[src/rtl/deshiftreg.sv]
// Serial-to-parallel deserializer with a one-word output holder.
// A word appears one cycle after its last bit; with no ack, the next completed word is dropped and overrun_out is set.
module deshiftreg #(
    parameter int WIDTH = 8,
    parameter bit LEFT  = 1'b1
) (
    input  logic                           clock_in,
    input  logic                           reset_in,
    input  logic                           shift_in,
    input  logic                           bit_in,
    input  logic                           clear_in,
    input  logic                           ack_in,
    output logic [WIDTH-1:0]               data_out,
    output logic                           valid_out,
    output logic [$clog2(WIDTH+1)-1:0]     count_out,
    output logic                           overrun_out
);

    localparam int CW = $clog2(WIDTH + 1);
    localparam logic [CW-1:0] LAST_CNT = CW'(WIDTH - 1);

    typedef enum logic {EMPTY = 1'b0, FULL = 1'b1} state_t;

    state_t           state, state_nxt;
    logic [WIDTH-1:0] sr, sr_nxt, sr_shift;
    logic [CW-1:0]    cnt, cnt_nxt;
    logic [WIDTH-1:0] data, data_nxt;
    logic             overrun, overrun_nxt;
    logic             done;

    // The incoming bit is always the one inserted at the entry end of the register.
    always_comb begin
        if (LEFT) begin
            sr_shift = {sr[WIDTH-2:0], bit_in};
        end else begin
            sr_shift = {bit_in, sr[WIDTH-1:1]};
        end
        done = shift_in && (cnt == LAST_CNT);
    end

    always_comb begin
        sr_nxt      = sr;
        cnt_nxt     = cnt;
        state_nxt   = state;
        data_nxt    = data;
        overrun_nxt = overrun;
        if (clear_in) begin
            sr_nxt      = '0;
            cnt_nxt     = '0;
            state_nxt   = EMPTY;
            overrun_nxt = 1'b0;
        end else begin
            if (done) begin
                sr_nxt  = '0;
                cnt_nxt = '0;
            end else if (shift_in) begin
                sr_nxt  = sr_shift;
                cnt_nxt = cnt + CW'(1);
            end
            case (state)
                EMPTY: begin
                    if (done) begin
                        data_nxt  = sr_shift;
                        state_nxt = FULL;
                    end
                end
                FULL: begin
                    if (done && ack_in) begin
                        data_nxt = sr_shift;
                    end else if (done) begin
                        overrun_nxt = 1'b1;
                    end else if (ack_in) begin
                        state_nxt = EMPTY;
                    end
                end
                default: state_nxt = EMPTY;
            endcase
        end
    end

    always_ff @(posedge clock_in) begin
        if (reset_in) begin
            sr      <= '0;
            cnt     <= '0;
            state   <= EMPTY;
            data    <= '0;
            overrun <= 1'b0;
        end else begin
            sr      <= sr_nxt;
            cnt     <= cnt_nxt;
            state   <= state_nxt;
            data    <= data_nxt;
            overrun <= overrun_nxt;
        end
    end

    assign data_out    = data;
    assign valid_out   = (state == FULL);
    assign count_out   = cnt;
    assign overrun_out = overrun;

endmodule

[config.mk]
export PLATFORM = sky130hd
export DESIGN_NAME = deshiftreg
export DESIGN_NICKNAME = d
export VERILOG_FILES = /design/src/rtl/deshiftreg.sv
export SDC_FILE = /design/constraint.sdc
export NUM_CORES = 1
export LEC_CHECK = 0
export CELL_PAD_IN_SITES_DETAIL_PLACEMENT = 0
export CELL_PAD_IN_SITES_GLOBAL_PLACEMENT = 1
export CORE_ASPECT_RATIO = 1.75
export CORE_MARGIN = 4
export CORE_UTILIZATION = 30
export DETAILED_ROUTE_END_ITERATION = 6
export GPL_TIMING_DRIVEN = 0
export PLACE_DENSITY_LB_ADDON = 0.1
export SYNTH_ARGS = -nofsm -noshare
export SYNTH_HDL_FRONTEND = slang
export SYNTH_SLANG_ARGS = --single-unit
[constraint.sdc]
create_clock -name clock_in -period 2.05 [get_ports clock_in]
set_clock_uncertainty 0.15 [all_clocks]
set_input_delay 0.5125 -clock clock_in [delete_from_list [all_inputs] [get_ports clock_in]]
set_output_delay 0.5125 -clock clock_in [all_outputs]
set_load 0.01 [all_outputs]
==> results.json, run 1 <==
{
  "required_ns": 1.39,
  "ys_types": 17,
  "instances_no_fill": 131,
  "worstPathMaxFanout": 4,
  "sequentialPowerShare_pct": 57.2,
  "leakage_uw": 0.000408,
  "num_antenna_cells": 0,
  "cts_tree": "done",
  "p_sw_uw": 152,
  "slowest_delay_ns": 0.57,
  "cts.sinks": 21,
  "synth_top_flop_cell": "dfxtp_1",
  "vias": 599,
  "slew_violations": 0,
  "viasPerCell": 4.57,
  "postSynth.asyncResetShare_pct": 0,
  "cts_resized": 0,
  "globalRouteTotalUtil_pct": 9.63,
  "synth.area.mux_share_pct": 18.7,
  "firstDrtPassIters": 4,
  "ys_top_cells_by_area": "dfxtp_1, mux2i_1, nand2b_1",
  "cts_buffers": 3,
  "drt_iter0_drc": 7,
  "setup_tns_ns": 0,
  "synth_top_family_by_area": "simple AND/OR/NAND/NOR gates",
  "multi_input_area_um2": 412,
  "min_from": "data_out[7]",
  "setup_viol": 0,
  "grt_max_degree": 13,
  "yosysMostFrequentCell": "dfxtp_1",
  "peakVddDrop_mv": 0.369,
  "powerDensity_mw_per_mm2": 641,
  "wl_mm": 1.61,
  "crit_type": "flip-flop to output pin",
  "seq_area_frac_synth_pct": 49.2,
  "dp.cells": 127,
  "grt_overflow": 0,
  "ios": 20,
  "h-tree-depth": 1,
  "pwr-share-clk_pct": 36.8,
  "synth_nets": 88,
  "max_clock_freq_mhz": 525,
  "drive_above_1_share_pct": 7.69,
  "synth_top_cell_area_share_pct": 49.2,
  "synth-adder-area-share_pct": 1.46,
  "yosys.area_share.simple_pct": 23.1,
  "grt_pass1_vias": 638,
  "cts_hold_buffers": 0,
  "drt-wirelength-per-cell_um": 12.3,
  "path_cells": "clkdlybuf4s50_1",
  "post-dp-hpwl_mm": 1.16,
  "hold_violations": 0,
  "area_growth_pct": 31.6,
  "yosys_register_bits": 21,
  "clkLatencyLatePin_ns": 0.26,
  "fp.dieH_um": 78.6,
  "synth_area_leader_cell": "dfxtp_1",
  "worst_pin_slew_ns": 0.387,
  "r2r-start": "count_out[0]",
  "nets": 112,
  "sw_frac_of_total_pct": 21.0,
  "holdPathEnd": "data_out[7]",
  "ctsRootBufferMaster": "clkbuf_8",
  "critPathLaunchType": "flip-flop",
  "initial_utilization_pct": 31.4,
  "synth_area_um2": 855,
  "synth_edf_count": 0,
  "hold_path_class": "flip-flop to flip-flop",
  "synth_xor_area_share_pct": 3.07,
  "cts_setup_buffers": 0,
  "cp-end-kind": "output pin",
  "avgSynthCellArea_um2": 10.6,
  "crit_family": "buffers and inverters",
  "synth_common_cells": "dfxtp_1, nand2b_1, mux2i_1, nor2_1",
  "r2r_cells": 5,
  "fillers": 276,
  "rsz0062_at_grt": "no",
  "worst_ep_arrival_time_ns": 1.24,
  "cts_buffer_depth": 2,
  "p_int_uw": 569,
  "dieArea_mm2": 0.00380,
  "relSlewSlack_pct": 74.2,
  "drc": 0,
  "die_x_um": 48.3,
  "holdPathStages": 2,
  "slowest_stage": "clkdlybuf4s50_1",
  "port_buffers": 19,
  "antenna_left": 0,
  "comb_power_share_pct": 6.0,
  "synth-compound-area-share_pct": 1.76,
  "path_buf_inv": 1,
  "layout_min_cycle_time_ns": 1.91,
  "timing.final.crit_share_pct": 93.0,
  "antenna_found_initial": 0,
  "drv_cap": 0,
  "yosys_warnings": 0,
  "place.gp.congestion": 0.646,
  "r2r_slack_ns": 0.48,
  "regArea_um2": 420,
  "r2r-end": "data_out[1]",
  "rows": 25,
  "outcome": "finished clean",
  "core_mm2": 0.00272,
  "grt_pass1_wl_mm": 2.89,
  "syn_inst": 81,
  "clkTransAtPathRegs_ns": 0.08
}
[worst min-delay path: stages (launching register included)]
cell	delay, ns
dfxtp_1	0.31
nand2b_1	0.06
mux2i_1	0.05
[logic make-up after synthesis]
group,count (synthesis)
muxes,16
adders and majority gates,1
AOI/OAI and AO/OA,2
DFF,21
xor gates and xnor gates,3
buffers and inverters,3
and+or+nand+nor,35
[through the flow]
stage	util (%)	area, um^2	total power, uW	worst slack, ns	hold WS (ns)
after floorplan	-	855	445	0.573	0.301
after global placement	39.6	1080	466	0.0326	0.303
after detailed placement	39.6	1080	466	0.0210	0.308
after CTS	41.3	1120	740	0.134	0.329
after global routing	41.3	1120	763	0.0581	0.351
final	41.3	1120	721	0.144	0.322
[how the worst max path moves through the flow]
stage | from | endpoint | depth (start not counted)
3_5_place_dp | reset_in | data_out[1] | 4
3_3_place_gp | reset_in | data_out[4] | 4
4_1_cts | count_out[2] | count_out[2] | 1
5_1_grt | count_out[2] | count_out[2] | 1
6_report | count_out[2] | count_out[2] | 1
2_1_floorplan | count_out[0] | data_out[0] | 5
[flip-flops by register name (all words and copies together), names as in the netlist]
| register | flops |
|---|---|
| sr | 7 |
| count_out | 4 |
| data_out | 8 |
| overrun_out | 1 |
| valid_out | 1 |
[layout by cell type, fill, tap and decap left out]
| master | n |
|---|---|
| o21a_1 | 1 |
| ha_1 | 1 |
| xnor2_1 | 1 |
| clkinv_2 | 1 |
| mux2i_1 | 16 |
| nand4_1 | 1 |
| nor2_1 | 12 |
| dfxtp_1 | 21 |
| nand4b_2 | 1 |
| clkbuf_1 | 1 |
| clkdlybuf4s50_1 | 19 |
| buf_4 | 1 |
| nor3b_2 | 1 |
| nor3_1 | 1 |
| nand2b_1 | 17 |
| nand2_1 | 2 |
| clkbuf_8 | 3 |
| xor2_1 | 2 |
| a21boi_0 | 1 |
| buf_6 | 1 |
[power by group through the flow]
stage / clock (uW) / combinational (uW) / sequential (uW)
floorplan: 0 / 22.6 / 422
CTS: 284 / 44.2 / 412
global placement: 0 / 43.9 / 422
global route: 304 / 47.1 / 413
finish: 265 / 43.3 / 412
detailed placement: 0 / 44.0 / 422
[metal layers]
layer	share of wire [%]	vias to the layer above	GRT usage, %
li1	-	312	-
met1	42	273	10.3
met2	53	12	16.9
met3	3.7	2	1.90
met4	1.2	0	5.82
met5	0	-	0
[final cells by class]
| type | instances | area share [%] |
|---|---|---|
| timing repair buffer | 19 | 16.9 |
| multi-input combinational | 57 | 36.6 |
| clock inverter | 1 | 0.445 |
| tap | 27 | 3.00 |
| buffer | 3 | 2.00 |
| sequential | 21 | 37.4 |
| clock buffer | 3 | 3.67 |
Power figures use the tool's default switching activity.
==> run 2: changes to the inputs <==
DONT_BUFFER_PORTS = 1   (was default)
==> run 2 against run 1 <==
Against the previous run:
- register-to-register slack worse by 0.06 ns
- non-clock buffer count fell by 19
- power down 1.3%
- global-route usage shrank 0.33 points
- first-iteration DRC count up 130%
- sequential cell count is the same
- clock power grew 2%
- core utilization down 7.0 points
- critical endpoint is now data_out[4]
- via count down 9.5%
- setup slack gained 0.28 ns
==> results.json, run 2 (same netlist as run 1, synthesis figures left out) <==
{
  "die_x_um": 48.3,
  "r2r-start": "count_out[0]",
  "ios": 20,
  "wl_mm": 1.63,
  "fp.dieH_um": 78.6,
  "cts_buffer_depth": 2,
  "cts_hold_buffers": 0,
  "globalRouteTotalUtil_pct": 9.30,
  "outcome": "finished clean",
  "worst_pin_slew_ns": 0.383,
  "hold_path_class": "input pin to flip-flop",
  "holdPathStages": 1,
  "ctsRootBufferMaster": "clkbuf_8",
  "relSlewSlack_pct": 74.5,
  "peakVddDrop_mv": 0.348,
  "post-route-util_pct": 34.3,
  "core_mm2": 0.00272,
  "setup_viol": 0,
  "grt_pass1_vias": 584,
  "cts.sinks": 21,
  "grt_overflow": 0,
  "layout_min_cycle_time_ns": 1.63,
  "cts_resized": 0,
  "clkTransAtPathRegs_ns": 0.08,
  "critPathLaunchType": "flip-flop",
  "crit_type": "flip-flop to flip-flop",
  "viasPerCell": 4.84,
  "path_buf_inv": 1,
  "place_ws_ns": 0.399,
  "drv_cap": 0,
  "worst_ep_arrival_time_ns": 1.67,
  "drive_above_1_share_pct": 9.41,
  "slowest_delay_ns": 0.45,
  "min_from": "clear_in",
  "cts_setup_buffers": 0,
  "antenna_found_initial": 0,
  "nets": 93,
  "largest_reg_flops": 8,
  "r2r-end": "data_out[4]",
  "drc": 0,
  "holdPathEnd": "count_out[2]",
  "slowest_stage": "dfxtp_1",
  "timing.final.crit_share_pct": 79.5,
  "firstDrtPassIters": 4,
  "max_clock_freq_mhz": 613,
  "setup_tns_ns": 0,
  "layout_common_cells": "dfxtp_1, nand2b_1, mux2i_1",
  "instances_no_fill": 112,
  "whs_ns": 0.174,
  "dieArea_mm2": 0.00380,
  "slew_violations": 0,
  "path_cells": "ha_1 -> nand4b_2 -> nor3b_2 -> buf_6 -> mux2i_1",
  "grt_pass1_wl_mm": 2.76,
  "required_ns": 2.09,
  "num_antenna_cells": 0,
  "antenna_left": 0,
  "powerDensity_mw_per_mm2": 761,
  "clkLatencyLatePin_ns": 0.26,
  "post-dp-hpwl_mm": 1.17,
  "mostFrequentLayoutCell": "dfxtp_1",
  "initial_utilization_pct": 31.4,
  "vias": 542,
  "cp-end-kind": "flip-flop",
  "drt-wirelength-per-cell_um": 14.6,
  "place.gp.congestion": 0.626,
  "grt_max_degree": 13,
  "drt_iter0_drc": 16,
  "rsz0062_at_grt": "no",
  "fin_ws_ns": 0.420,
  "area_growth_pct": 9.37,
  "hold_violations": 0,
  "worstPathMaxFanout": 8,
  "rows": 25,
  "r2r_slack_ns": 0.42,
  "cts_buffers": 3,
  "leakage_uw": 0.000341,
  "port_buffers": 0,
  "r2r_cells": 5,
  "cts_tree": "done",
  "h-tree-depth": 1,
  "fillers": 286,
  "dp.cells": 108,
  "crit_family": "flip-flops"
}
## run 2: cell count changes in the layout (fill, tap and decap cells not counted)
cell             before  now
clkdlybuf4s50_1      19    0
## run 2: power breakdown
group          internal, uW  total [uW]  switching [uW]
logic                  13.6        27.2            13.6
clock network           135         271             136
registers               410         413            3.11
total                   559         711             152
## run 2: how the worst max path moves through the flow
stage / from / end / slack (ns) / cells after the start
final: count_out[0] / data_out[4] / 0.42 / 5
after global routing: count_out[0] / data_out[0] / 0.28 / 5
after CTS: count_out[0] / data_out[1] / 0.37 / 5
after detailed placement: count_out[0] / data_out[4] / 0.40 / 5
after global placement: count_out[0] / data_out[4] / 0.42 / 5
after floorplan: count_out[0] / data_out[0] / 0.57 / 5
## run 2: worst register-to-register path, cell delays in order (launching register included)
cell and delay, ns:
dfxtp_1 0.45, ha_1 0.23, nand4b_2 0.16, nor3b_2 0.21, buf_6 0.18, mux2i_1 0.19
## run 2: final cells by class
| cell class | instances | area (um^2) | area share (%) |
|---|---|---|---|
| plain buffers | 3 | 22.5 | 2.41 |
| clock buffers | 3 | 41.3 | 4.42 |
| clock inverters | 1 | 5.00 | 0.535 |
| multi-input cells | 57 | 412 | 44.0 |
| flip-flops and latches | 21 | 420 | 45.0 |
| well taps | 27 | 33.8 | 3.61 |
## run 2: routing by layer
metal | wire (um) | up-vias | track usage [%] | share of wire, %
met5 | 0 | - | 0 | 0
met4 | 24 | 0 | 5.82 | 1.5
met3 | 96 | 2 | 2.85 | 5.9
met2 | 823 | 12 | 15.4 | 50
met1 | 686 | 253 | 9.97 | 42
li1 | - | 275 | - | -
## run 2: stage by stage
stage          power (uW)  cell area, um^2
5_1_grt               754              935
6_report              711              935
3_3_place_gp          450              888
2_1_floorplan         445              855
4_1_cts               734              935
3_5_place_dp          450              888
